**config.mk**
```make
export PLATFORM = sky130hd
export DESIGN_NAME = maior_menor_stream_flat
export DESIGN_NICKNAME = d
export VERILOG_FILES = /design/src/rtl/maior_menor_stream_pkg.sv /design/src/rtl/maior_menor_stream_if.sv /design/src/rtl/maior_menor_cmp.sv /design/src/rtl/maior_menor_stream.sv /design/src/flat_wrapper.sv
export SDC_FILE = /design/constraint.sdc
export NUM_CORES = 1
export LEC_CHECK = 0
export CAP_MARGIN = 20
export CORE_MARGIN = 1
export CORE_UTILIZATION = 45
export CTS_CLUSTER_SIZE = 28
export DETAILED_ROUTE_END_ITERATION = 8
export GPL_TIMING_DRIVEN = 0
export MAX_ROUTING_LAYER = met4
export PLACE_DENSITY = 0.83
export REMOVE_ABC_BUFFERS = 1
export SLEW_MARGIN = 20
export SYNTH_ARGS = -nofsm -noshare
export SYNTH_HDL_FRONTEND = slang
export SYNTH_SLANG_ARGS = --single-unit
```
**constraint.sdc**
```tcl
create_clock -name clk -period 4.8 [get_ports clk]
set_input_delay 0.96 -clock clk [delete_from_list [all_inputs] [get_ports clk]]
set_output_delay 0.96 -clock clk [all_outputs]
set_load 0.01 [all_outputs]
```
**src/rtl/maior_menor_stream_pkg.sv**
```systemverilog
// Shared definitions for the streaming max/min extractor: state encoding and default sizes.
package maior_menor_stream_pkg;

    localparam int DEF_WIDTH = 8;
    localparam int DEF_LEN_W = 4;

    typedef enum logic [1:0] {
        S_IDLE    = 2'd0,
        S_COLLECT = 2'd1,
        S_DONE    = 2'd2
    } state_t;

endpackage

```
**src/rtl/maior_menor_stream_if.sv**
```systemverilog
// Burst-in / result-out handshake bundle for maior_menor_stream.
interface maior_menor_stream_if #(
    parameter int WIDTH = 8,
    parameter int LEN_W = 4
) ();
    logic             start;
    logic [LEN_W-1:0] len;
    logic             in_valid;
    logic [WIDTH-1:0] in_data;
    logic             in_ready;
    logic             out_valid;
    logic             out_ready;
    logic             out_empty;
    logic [WIDTH-1:0] out_max;
    logic [WIDTH-1:0] out_min;
    logic [LEN_W-1:0] out_max_idx;
    logic [LEN_W-1:0] out_min_idx;

    modport master (
        output start, len, in_valid, in_data, out_ready,
        input  in_ready, out_valid, out_empty, out_max, out_min, out_max_idx, out_min_idx
    );

    modport slave (
        input  start, len, in_valid, in_data, out_ready,
        output in_ready, out_valid, out_empty, out_max, out_min, out_max_idx, out_min_idx
    );
endinterface

```
**src/rtl/maior_menor_cmp.sv**
```systemverilog
// Magnitude comparator, signed or unsigned by parameter; gt = a>b, lt = a<b.
module maior_menor_cmp #(
    parameter int WIDTH  = 8,
    parameter bit SIGNED = 1'b0
) (
    input  logic [WIDTH-1:0] a,
    input  logic [WIDTH-1:0] b,
    output logic             gt,
    output logic             lt
);
    generate
        if (SIGNED) begin : g_signed
            assign gt = $signed(a) > $signed(b);
            assign lt = $signed(a) < $signed(b);
        end else begin : g_unsigned
            assign gt = a > b;
            assign lt = a < b;
        end
    endgenerate
endmodule

```
**src/rtl/maior_menor_stream.sv**
```systemverilog
// Collects a burst of len samples and reports max, min and the first index of each.
module maior_menor_stream
    import maior_menor_stream_pkg::*;
#(
    parameter int WIDTH  = DEF_WIDTH,
    parameter int LEN_W  = DEF_LEN_W,
    parameter bit SIGNED = 1'b0
) (
    input  logic                  clk,
    input  logic                  rst_n,
    maior_menor_stream_if.slave   bus
);
    state_t           state_q, state_d;
    logic [LEN_W-1:0] cnt_q;
    logic [LEN_W-1:0] len_q;
    logic [WIDTH-1:0] max_q, min_q;
    logic [LEN_W-1:0] max_idx_q, min_idx_q;
    logic             empty_q;

    logic accept, last;
    logic new_max, new_min;
    logic max_lt_unused, min_gt_unused;

    maior_menor_cmp #(.WIDTH(WIDTH), .SIGNED(SIGNED)) u_cmp_max (
        .a  (bus.in_data),
        .b  (max_q),
        .gt (new_max),
        .lt (max_lt_unused)
    );

    maior_menor_cmp #(.WIDTH(WIDTH), .SIGNED(SIGNED)) u_cmp_min (
        .a  (bus.in_data),
        .b  (min_q),
        .gt (min_gt_unused),
        .lt (new_min)
    );

    assign accept = (state_q == S_COLLECT) && bus.in_valid;
    assign last   = accept && (cnt_q == len_q - LEN_W'(1));

    always_ff @(posedge clk or negedge rst_n) begin
        if (!rst_n) state_q <= S_IDLE;
        else        state_q <= state_d;
    end

    always_comb begin
        state_d = state_q;
        case (state_q)
            S_IDLE: begin
                if (bus.start) state_d = (bus.len == '0) ? S_DONE : S_COLLECT;
            end
            S_COLLECT: begin
                if (last) state_d = S_DONE;
            end
            S_DONE: begin
                if (bus.out_ready) state_d = S_IDLE;
            end
            default: state_d = S_IDLE;
        endcase
    end

    // Results are only overwritten by a new burst, so they stay readable after the handshake.
    always_ff @(posedge clk or negedge rst_n) begin
        if (!rst_n) begin
            cnt_q     <= '0;
            len_q     <= '0;
            max_q     <= '0;
            min_q     <= '0;
            max_idx_q <= '0;
            min_idx_q <= '0;
            empty_q   <= 1'b0;
        end else begin
            case (state_q)
                S_IDLE: begin
                    if (bus.start) begin
                        if (bus.len == '0) begin
                            empty_q   <= 1'b1;
                            max_q     <= '0;
                            min_q     <= '0;
                            max_idx_q <= '0;
                            min_idx_q <= '0;
                        end else begin
                            len_q <= bus.len;
                            cnt_q <= '0;
                        end
                    end
                end
                S_COLLECT: begin
                    if (accept) begin
                        cnt_q <= cnt_q + LEN_W'(1);
                        if (cnt_q == '0) begin
                            max_q     <= bus.in_data;
                            min_q     <= bus.in_data;
                            max_idx_q <= '0;
                            min_idx_q <= '0;
                        end else begin
                            if (new_max) begin
                                max_q     <= bus.in_data;
                                max_idx_q <= cnt_q;
                            end
                            if (new_min) begin
                                min_q     <= bus.in_data;
                                min_idx_q <= cnt_q;
                            end
                        end
                    end
                end
                S_DONE: begin
                    if (bus.out_ready) empty_q <= 1'b0;
                end
                default: ;
            endcase
        end
    end

    assign bus.in_ready    = (state_q == S_COLLECT);
    assign bus.out_valid   = (state_q == S_DONE);
    assign bus.out_empty   = empty_q;
    assign bus.out_max     = max_q;
    assign bus.out_min     = min_q;
    assign bus.out_max_idx = max_idx_q;
    assign bus.out_min_idx = min_idx_q;
endmodule
```
**src/flat_wrapper.sv**
```systemverilog
// flat-port wrapper written by rule: the top's interface ports become plain ports
module maior_menor_stream_flat import maior_menor_stream_pkg::*;
#(
    parameter int WIDTH  = DEF_WIDTH,
    parameter int LEN_W  = DEF_LEN_W,
    parameter bit SIGNED = 1'b0
)
  (clk, rst_n, bus_start, bus_len, bus_in_valid, bus_in_data, bus_out_ready, bus_in_ready, bus_out_valid, bus_out_empty, bus_out_max, bus_out_min, bus_out_max_idx, bus_out_min_idx);
  maior_menor_stream_if #(.WIDTH(WIDTH), .LEN_W(LEN_W)) bus_i ();
  input  logic clk;
  input  logic rst_n;
  input wire logic [$bits(bus_i.start)-1:0] bus_start;
  input wire logic [$bits(bus_i.len)-1:0] bus_len;
  input wire logic [$bits(bus_i.in_valid)-1:0] bus_in_valid;
  input wire logic [$bits(bus_i.in_data)-1:0] bus_in_data;
  input wire logic [$bits(bus_i.out_ready)-1:0] bus_out_ready;
  output wire logic [$bits(bus_i.in_ready)-1:0] bus_in_ready;
  output wire logic [$bits(bus_i.out_valid)-1:0] bus_out_valid;
  output wire logic [$bits(bus_i.out_empty)-1:0] bus_out_empty;
  output wire logic [$bits(bus_i.out_max)-1:0] bus_out_max;
  output wire logic [$bits(bus_i.out_min)-1:0] bus_out_min;
  output wire logic [$bits(bus_i.out_max_idx)-1:0] bus_out_max_idx;
  output wire logic [$bits(bus_i.out_min_idx)-1:0] bus_out_min_idx;
  assign bus_i.start = bus_start;
  assign bus_i.len = bus_len;
  assign bus_i.in_valid = bus_in_valid;
  assign bus_i.in_data = bus_in_data;
  assign bus_i.out_ready = bus_out_ready;
  assign bus_in_ready = bus_i.in_ready;
  assign bus_out_valid = bus_i.out_valid;
  assign bus_out_empty = bus_i.out_empty;
  assign bus_out_max = bus_i.out_max;
  assign bus_out_min = bus_i.out_min;
  assign bus_out_max_idx = bus_i.out_max_idx;
  assign bus_out_min_idx = bus_i.out_min_idx;
  maior_menor_stream #(.WIDTH(WIDTH), .LEN_W(LEN_W), .SIGNED(SIGNED)) u_core (.clk(clk), .rst_n(rst_n), .bus(bus_i));
endmodule
```
==> results by group, run 1 <==
Yosys
  – Mapped Area: 2083 um2
  – Yosys warnings: 0
  – Post-synthesis cell type count: 38
  – Number of synthesized register bits: 35
  – Post-synthesis cell count: slightly below 200
  – Post-synthesis sequential area ratio: 42.04%
  – Average size of a mapped cell: 10.57 um2

Clock tree
  – CTS tree: done
  – Post-CTS Setup Inserts: 0
  – CTS Hold Buffers Added: 0
  – Clock-pin slew on the worst setup and hold paths: approximately 70 ps
  – Clk buf depth: 2
  – Clk sinks: 35
  – Htree depth: 2
  – Post-cts repair resize count: 0
  – Clk_lat worst skew: ~290 ps
  – CTS Buf Count: 5
  – Clk root buf: clkbuf_8

Placed design
  – Port bufs: 43
  – Dpl ws: ~1500 ps
  – Placed Cells incl. Taps: 289
  – Routability Congestion: 0.8387
  – DP HPWL: approximately 3.1 mm

Worst setup path
  – Max Fanout on Critical Path: 16
  – Startpoint Class: flop
  – Worst setup path class: flop to output port
  – Crit-path max cell delay: 850 ps
  – Cell with the largest stage delay on the worst path: nor2b_1
  – WP buf/inv: 1
  – Worst EP arrival: 2380 ps
  – CP top delay family: simple AND/OR/NAND/NOR gates
  – Worst Path Required: 3840 ps
  – Crit. End Element: output port
  – CP cell instances: nor2b_1, clkdlybuf4s50_1

STA
  – Worst setup margin: 1458 ps
  – Slew Viols, Final: 0
  – Worst hold margin: 511.9 ps
  – Min Tclk post-route: 3342 ps
  – Fin crit share: 69.62%
  – TNS Setup: 0 ps
  – Slew margin rel.: between 30 and 40%
  – F_max: 299.2 MHz
  – Worst Tran Pin Value: 1006 ps
  – Fin. Hold Viols: 0
  – Final Skew: about 7 ps
  – RSZ-0062 raised after global routing: no
  – Final setup violation count: 0

Die
  – Core area: 4414 um2
  – Die area: 4906 um2
  – Die H: 70.04 um
  – Initial Utilization: between 40 and 50%
  – Site Rows: 24
  – Horiz. Die Dim: 70.04 um
  – I/O pins: 44

Layout
  – Final Net Count: 279
  – Non-filler cells, final: slightly below 300
  – Fillers: 364
  – Post-layout utilization of the core: 60.88%
  – # diodes: 0
  – Most common cell after layout, fill and taps aside: clkdlybuf4s50_1
  – Syn-to-layout area delta: 29.01%
  – Share of cells above drive strength 1: 13.88%
  – Commonest cells after routing, fill and taps aside: clkdlybuf4s50_1 (42), dfrtp_1 (35), inv_1 (25)

Global route
  – Initial antenna violation count: 0
  – First-pass GRT wire length: approximately 7.0 mm
  – GRT Total Usage: 18.76%
  – Largest net degree at the start of global routing: 22
  – Total gr overflow: 0
  – Vias in the first global route: about 1600

Pwr
  – VDD IR-drop max: ~0.35 mV
  – Total power per unit cell area: 641.7 nW/um2
  – Leak: 0.001220 uW

Worst hold path
  – Hold Path Class: flop to flop

Detailed routing
  – DRC violation count after routing: 0
  – Via Count: around 1600
  – DRT iter0 DRCs: 36
  – Post-route ant nets: 0
  – Drt pass-1 iters: 4
  – Routed WL: between 4 and 5 mm
  – WL/cell: 13.65 um
  – Via density: 5.259

Outcome
  – Status: completed

Run
  – Total of max-cap violations: 0
## stage by stage
stage / power, uW / instance area [um2]
3_5_place_dp: 1506 / 2587
4_1_cts: 1747 / 2688
5_1_grt: 1867 / 2688
6_report: 1725 / 2688
2_1_floorplan: 1140 / 2061
3_3_place_gp: 1464 / 2556
## cells by family (layout without fill, tap and decap cells)
group | count (synthesis) | in the layout | synth area share (%)
buf+inv | 29 | 77 | 5.586
mux | 24 | 24 | 12.97
xor+xnor | 8 | 8 | 3.363
compound gates | 34 | 34 | 13.09
fa+ha+maj | 18 | 18 | 10.81
simple gates | 49 | 49 | 12.13
flops | 35 | 35 | 42.04
## worst paths after layout
kind	startpoint	to	slack [ps]	depth (start not counted)
hold / removal	u_core.bus.out_max_idx[0]	u_core.bus.out_max_idx[0]	510	1
hold reg to reg	u_core.bus.out_max_idx[0]	u_core.bus.out_max_idx[0]	510	1
max in group asynchronous	rst_n	u_core.len_q[0]	3790	2
min in group asynchronous	rst_n	u_core.bus.out_min[2]	580	1
setup / recovery	u_core.state_q[1]	bus_in_ready	1460	2
setup reg to reg	u_core.state_q[1]	u_core.bus.out_max[7]	1650	4
## synth_stat cells
| library cell | number | share of area [%] |
|---|---|---|
| or4_4 | 1 | 0.54 |
| a211oi_2 | 1 | 0.60 |
| or2b_1 | 1 | 0.36 |
| mux2_2 | 16 | 8.6 |
| xnor2_1 | 6 | 2.5 |
| o21ai_0 | 8 | 1.9 |
| or3_2 | 1 | 0.36 |
| a21oi_1 | 7 | 1.7 |
| clkbuf_1 | 3 | 0.54 |
| o21a_1 | 1 | 0.36 |
| o31ai_2 | 1 | 0.60 |
| a21o_1 | 4 | 1.4 |
| mux2i_1 | 6 | 2.9 |
| xor2_1 | 2 | 0.84 |
| dfrtp_1 | 35 | 42 |
| a21boi_0 | 1 | 0.36 |
| a32oi_4 | 1 | 1.3 |
| nand2_1 | 13 | 2.3 |
| inv_1 | 25 | 4.5 |
| o41ai_1 | 1 | 0.42 |
| o21a_4 | 1 | 0.72 |
| buf_6 | 1 | 0.54 |
| and3_1 | 1 | 0.30 |
| a211oi_4 | 1 | 0.96 |
| mux2_4 | 2 | 1.4 |
| and2_1 | 8 | 2.4 |
| a32o_1 | 1 | 0.48 |
| o211ai_1 | 1 | 0.36 |
| a211oi_1 | 2 | 0.72 |
| nor3_1 | 2 | 0.48 |
| o22ai_1 | 1 | 0.30 |
| nor2b_1 | 3 | 0.90 |
| nor2_1 | 8 | 1.4 |
| ha_1 | 18 | 11 |
| nand3_1 | 5 | 1.2 |
| nand4_1 | 3 | 0.90 |
| o2bb2ai_1 | 2 | 0.84 |
| nand2b_1 | 3 | 0.90 |
## power breakdown
part	leakage, uW	switching (uW)	internal [uW]
registers	0.000448	126	430
logic	0.000721	426	509
clock network	0.0000515	102	131
total	0.00122	654	1070
## layout make-up
cell class | count | area (um2) | share of cell area (%)
Timing Repair Buffer | 44 | 452.9 | 16.85
Multi-Input combinational cell | 133 | 1100 | 40.92
Clock buffer | 8 | 100.1 | 3.724
Tap cell | 52 | 65.06 | 2.421
Sequential cell | 35 | 875.8 | 32.59
Inverter | 25 | 93.84 | 3.492
## worst register-to-register path, delay by kind of cell (launching register included)
family | cells | cell delay [ps]
AO/OA/AOI/OAI | 2 | 1230
multiplexers | 1 | 410
flip-flops | 1 | 550
AND/OR/NAND/NOR | 1 | 850
## state kept, by name, summed over array words and instances, names as in the netlist
| name | count |
|---|---|
| u_core.bus.out_min | 8 |
| u_core.bus.out_max | 8 |
| u_core.bus.out_min_idx | 4 |
| u_core.bus.out_empty | 1 |
| u_core.state_q | 2 |
| u_core.cnt_q | 4 |
| u_core.len_q | 4 |
| u_core.bus.out_max_idx | 4 |
## layer usage
metal / vias up / routed length [um] / GRT usage, %
met5: - / 0 / -
met4: 0 / 72 / 8.000
met3: 7 / 156 / 4.040
met2: 38 / 2053 / 32.69
met1: 743 / 1770 / 20.62
li1: 774 / - / -
Power figures use the tool's default switching activity.
==> run 2: changes to the inputs <==
==> constraint.sdc (replaced) <==
create_clock -name clk -period 3.2 [get_ports clk]
set_input_delay 0.64 -clock clk [delete_from_list [all_inputs] [get_ports clk]]
set_output_delay 0.64 -clock clk [all_outputs]
set_load 0.01 [all_outputs]
==> run 2 against run 1 <==
Effect of this change: sequential cell count did not move; worst setup slack got worse by 1000 ps; wire length rose by 0.17%; die area did not move; via count rose by 0.26%; clock-buffer cell count did not move; clock power rose by 50%; combinational power rose by 50%; non-clock buffer count did not move; hold slack got worse by 250 ps.
==> results by group, run 2 (synthesis gave the netlist of run 1 again) <==
Die
  – Die H: between 70 and 80 um
  – Horiz. Die Dim: 70.04 um
  – Die area: 4906 um2
  – Site Rows: 24
  – Core area: 4414 um2
  – Initial Utilization: 47.19%
  – I/O pins: 44

Global route
  – Vias in the first global route: between 1500 and 2000
  – Initial antenna violation count: 0
  – Most Used Layer, Global Route: met2
  – Largest net degree at the start of global routing: 22
  – GRT Total Usage: between 10% and 20%
  – First-pass GRT wire length: 7.044 mm
  – Total gr overflow: 0
  – GR Util met3: 4.040%
  – M2 GR Usage: 32.69%
  – Met1 Track Usage GR: 20.62%

Worst setup path
  – Worst EP arrival: 2950 ps
  – Max Fanout on Critical Path: 16
  – Crit. End Element: flop
  – Crit-path max cell delay: 730 ps
  – Worst Path Required: about 3400 ps
  – Startpoint Class: flop
  – Cell with the largest stage delay on the worst path: o31ai_4
  – CP top delay family: compound AO/OA/AOI/OAI gates
  – WP buf/inv: 0
  – CP cell instances: nor2b_2, o21ai_0, o31ai_4, mux2_2
  – Worst setup path class: flop to flop

Clock tree
  – Clk root buf: clkbuf_8
  – Clock-pin slew on the worst setup and hold paths: about 70 ps
  – Clk buf depth: 2
  – CTS tree: done
  – CTS Buf Count: 5
  – Htree depth: 2
  – Clk sinks: 35
  – Clk_lat worst skew: 290 ps
  – Post-CTS Setup Inserts: 0

STA
  – Worst Tran Pin Value: 695.3 ps
  – Worst hold margin: ~260 ps
  – Fin crit share: 86.76%
  – Final Skew: 6.978 ps
  – Slew Viols, Final: 0
  – F_max: 360.2 MHz
  – Worst setup margin: between 400 and 500 ps
  – Min Tclk post-route: 2776 ps
  – Final setup violation count: 0
  – Fin. Hold Viols: 0
  – RSZ-0062 raised after global routing: no
  – Slew margin rel.: between 50 and 60%

Layout
  – Post-layout utilization of the core: 60.94%
  – Fillers: 363
  – # diodes: 0
  – Area occupied by multi-input gates: around 1100 um2
  – Final Net Count: 279
  – Share of cells above drive strength 1: between 10% and 20%
  – Syn-to-layout area delta: 29.13%
  – Non-filler cells, final: 297
  – Commonest cells after routing, fill and taps aside: clkdlybuf4s50_1 (42), dfrtp_1 (35), inv_1 (25)
  – FF/Latch Area: slightly below 900 um2
  – Most common cell after layout, fill and taps aside: clkdlybuf4s50_1

Detailed routing
  – Routed WL: 4.060 mm
  – Via Count: 1566
  – DRC violation count after routing: 0
  – WL/cell: 13.67 um
  – Drt pass-1 iters: 4
  – Via density: about 5.3
  – DRT iter0 DRCs: 36
  – Post-route ant nets: 0

Placed design
  – Placed Cells incl. Taps: 289
  – Routability Congestion: 0.8387
  – Dpl ws: ~16 ps
  – DP HPWL: 3.110 mm
  – Port bufs: 43

Pwr
  – VDD IR-drop max: between 0.5 and 0.6 mV
  – Leak: approximately 0.0012 uW
  – Pwr Total: roughly 2600 uW
  – Total power per unit cell area: ~960 nW/um2

Outcome
  – Status: completed

Run
  – Total of max-cap violations: 0

Worst hold path
  – Hold Path Class: input pin to asynchronous set/reset pin
## run 2: changes by cell type in the layout (fill, tap and decap cells not counted)
cell,previous run,this run
nor2b_1,3,2
nor2b_2,0,1
## run 2: stage by stage
step | TNS (ps) | instance area [um2]
after floorplan | 0 | 2061
after global placement | -2417 | 2556
after detailed placement | 0 | 2587
after CTS | 0 | 2690
after global routing | 0 | 2690
final | 0 | 2690
## run 2: path summary, 6_finish.rpt
kind                                            from                        end  slack (ps)  cells past startpoint
max reg2reg                        u_core.state_q[1]      u_core.bus.out_max[7]         420                      4
max in group asynchronous                      rst_n            u_core.len_q[0]        2510                      2
min in group clk           u_core.bus.out_max_idx[0]  u_core.bus.out_max_idx[0]         510                      1
max                                u_core.state_q[1]      u_core.bus.out_max[7]         420                      4
min reg2reg                u_core.bus.out_max_idx[0]  u_core.bus.out_max_idx[0]         510                      1
min                                            rst_n      u_core.bus.out_min[2]         260                      1
## run 2: per-layer routing
metal  part of all wire [%]  routed length, um  vias up
li1                       -                  -      774
met1                     44               1770      745
met2                     51               2057       40
met3                    3.9                160        7
met4                    1.8                 72        0
met5                      0                  0        -
## run 2: power by group
group          switching [uW]  internal (uW)
logic                     639            765
clock network             154            196
registers                 191            645
total                     984           1610
## run 2: final cells by class
class,count,share of cell area [%]
clock buffer,8,3.721
inverter,25,3.488
multi-input combinational,133,40.98
timing repair buffer,44,16.84
tap,52,2.419
sequential,35,32.56
## run 2: timing repair
item / CTS / global route
resized for setup: 1 / 0
hold buffers: 0 / 0
setup endpoints to repair: 1 / 0
==> run 3: changes to the inputs <==
--- a/config.mk
+++ b/config.mk
@@ -6,14 +6,16 @@
 export NUM_CORES = 1
 export LEC_CHECK = 0
 export CAP_MARGIN = 20
-export CORE_MARGIN = 1
+export CORE_MARGIN = 8
 export CORE_UTILIZATION = 45
 export CTS_CLUSTER_SIZE = 28
 export DETAILED_ROUTE_END_ITERATION = 8
+export GPL_ROUTABILITY_DRIVEN = 0
 export GPL_TIMING_DRIVEN = 0
 export MAX_ROUTING_LAYER = met4
 export PLACE_DENSITY = 0.83
 export REMOVE_ABC_BUFFERS = 1
+export SKIP_CTS_REPAIR_TIMING = 1
 export SLEW_MARGIN = 20
 export SYNTH_ARGS = -nofsm -noshare
 export SYNTH_HDL_FRONTEND = slang
==> run 3 against run 2 <==
Effect of this change: register-to-register slack worse by 40 ps; largest power group unchanged; cell count unchanged; critical path type unchanged; sequential power about the same.
==> results by group, run 3 (synthesis gave the netlist of run 1 again) <==
Worst hold path
  – Hold Path Class: input pin to asynchronous set/reset pin

STA
  – Min Tclk post-route: 2817 ps
  – Worst Tran Pin Value: 735.7 ps
  – Final setup violation count: 0
  – RSZ-0062 raised after global routing: no
  – Slew Viols, Final: 0
  – Fin crit share: roughly nine tenths
  – Worst hold margin: 262.6 ps
  – Worst setup margin: 383.5 ps
  – F_max: 355.0 MHz
  – Final Skew: 7.325 ps
  – Fin. Hold Viols: 0
  – Slew margin rel.: between 50% and 60%

Worst setup path
  – Worst setup path class: flop to flop
  – Worst EP arrival: 2990 ps
  – Worst setup path startpoint: u_core.state_q[1]
  – Worst Path Required: around 3400 ps
  – Reg-to-Reg Start: u_core.state_q[1]
  – Startpoint Class: flop
  – Max Fanout on Critical Path: 16
  – Crit. End Element: flop

Detailed routing
  – Via Count: 1587
  – DRC violation count after routing: 0
  – Drt pass-1 iters: 4
  – Via density: between 5 and 6
  – WL/cell: between 15 and 20 um
  – Post-route ant nets: 0
  – Routed WL: ~4.5 mm
  – DRT iter0 DRCs: 51

Placed design
  – Placed Cells incl. Taps: roughly 290
  – Dpl ws: -28.00 ps
  – DP HPWL: 3.523 mm
  – Port bufs: 43

Clock tree
  – Clk root buf: clkbuf_8
  – Clk buf depth: 2
  – Clock-pin slew on the worst setup and hold paths: 70 ps
  – CTS tree: done
  – Clk_lat worst skew: 290 ps
  – Clk sinks: 35
  – CTS Buf Count: 5
  – Htree depth: 2

Die
  – Core area: about 4400 um2
  – Horiz. Die Dim: 84.04 um
  – Site Rows: 24
  – Die H: 84.04 um
  – Initial Utilization: 47.19%
  – Die area: 7063 um2
  – I/O pins: 44

Global route
  – First-pass GRT wire length: 7.817 mm
  – GRT Total Usage: 13.69%
  – Total gr overflow: 0
  – Initial antenna violation count: 0
  – Largest net degree at the start of global routing: 22
  – Vias in the first global route: approximately 1700

Outcome
  – Status: completed

Pwr
  – Leak: 0.001222 uW
  – VDD IR-drop max: 0.5278 mV
  – Pwr Total: 2616 uW
  – Total power per unit cell area: 972.3 nW/um2

Layout
  – Final Net Count: 279
  – Most common cell after layout, fill and taps aside: clkdlybuf4s50_1
  – Syn-to-layout area delta: 29.13%
  – Share of cells above drive strength 1: 14.29%
  – Post-layout utilization of the core: between 60 and 70%
  – Commonest cells after routing, fill and taps aside: clkdlybuf4s50_1 (42), dfrtp_1 (35), inv_1 (25)
  – Fillers: 376
  – Non-filler cells, final: about 300
  – # diodes: 0

Run
  – Total of max-cap violations: 0
[run 3: cell counts in the layout (fill, tap and decap cells not counted)]
No cell type changed its count.
[run 3: worst paths after layout]
path                       slack (ps)  cells past startpoint                         to
setup / recovery                  380                      4      u_core.bus.out_max[0]
hold / removal                    260                      1      u_core.bus.out_max[4]
setup reg to reg                  380                      4      u_core.bus.out_max[0]
hold reg to reg                   520                      1  u_core.bus.out_max_idx[1]
max in group asynchronous        2500                      2            u_core.len_q[1]
min in group clk                  520                      1  u_core.bus.out_max_idx[1]
[run 3: where the power goes]
group	switching (uW)	internal, uW
clock	160	197
sequential	194	645
combinational	653	766
[run 3: layout make-up]
class,count,area [um2],area share [%]
timing repair buffer,44,452.9,16.84
sequential,35,875.8,32.56
multi-input combinational,133,1102,40.98
tap,52,65.06,2.419
inverter,25,93.84,3.488
clock buffer,8,100.1,3.721
[run 3: layer usage]
metal	vias to the layer above	wire, um	global-route usage, %
li1	775	-	-
met1	759	1930	15.14
met2	43	2241	22.35
met3	10	233	4.395
met4	0	82	5.181
met5	-	0	-
[run 3: stage by stage]
step                TNS, ps  cell area [um2]
floorplan                 0             2061
global placement      -2505             2556
detailed placement   -133.9             2587
CTS                  -291.8             2688
global route              0             2690
finish                    0             2690
[run 3: worst max-delay path, cell delays in order (launching register included)]
cell	delay (ps)
dfrtp_1	550
nor2b_2	570
o21ai_0	400
o31ai_4	760
mux2_2	420
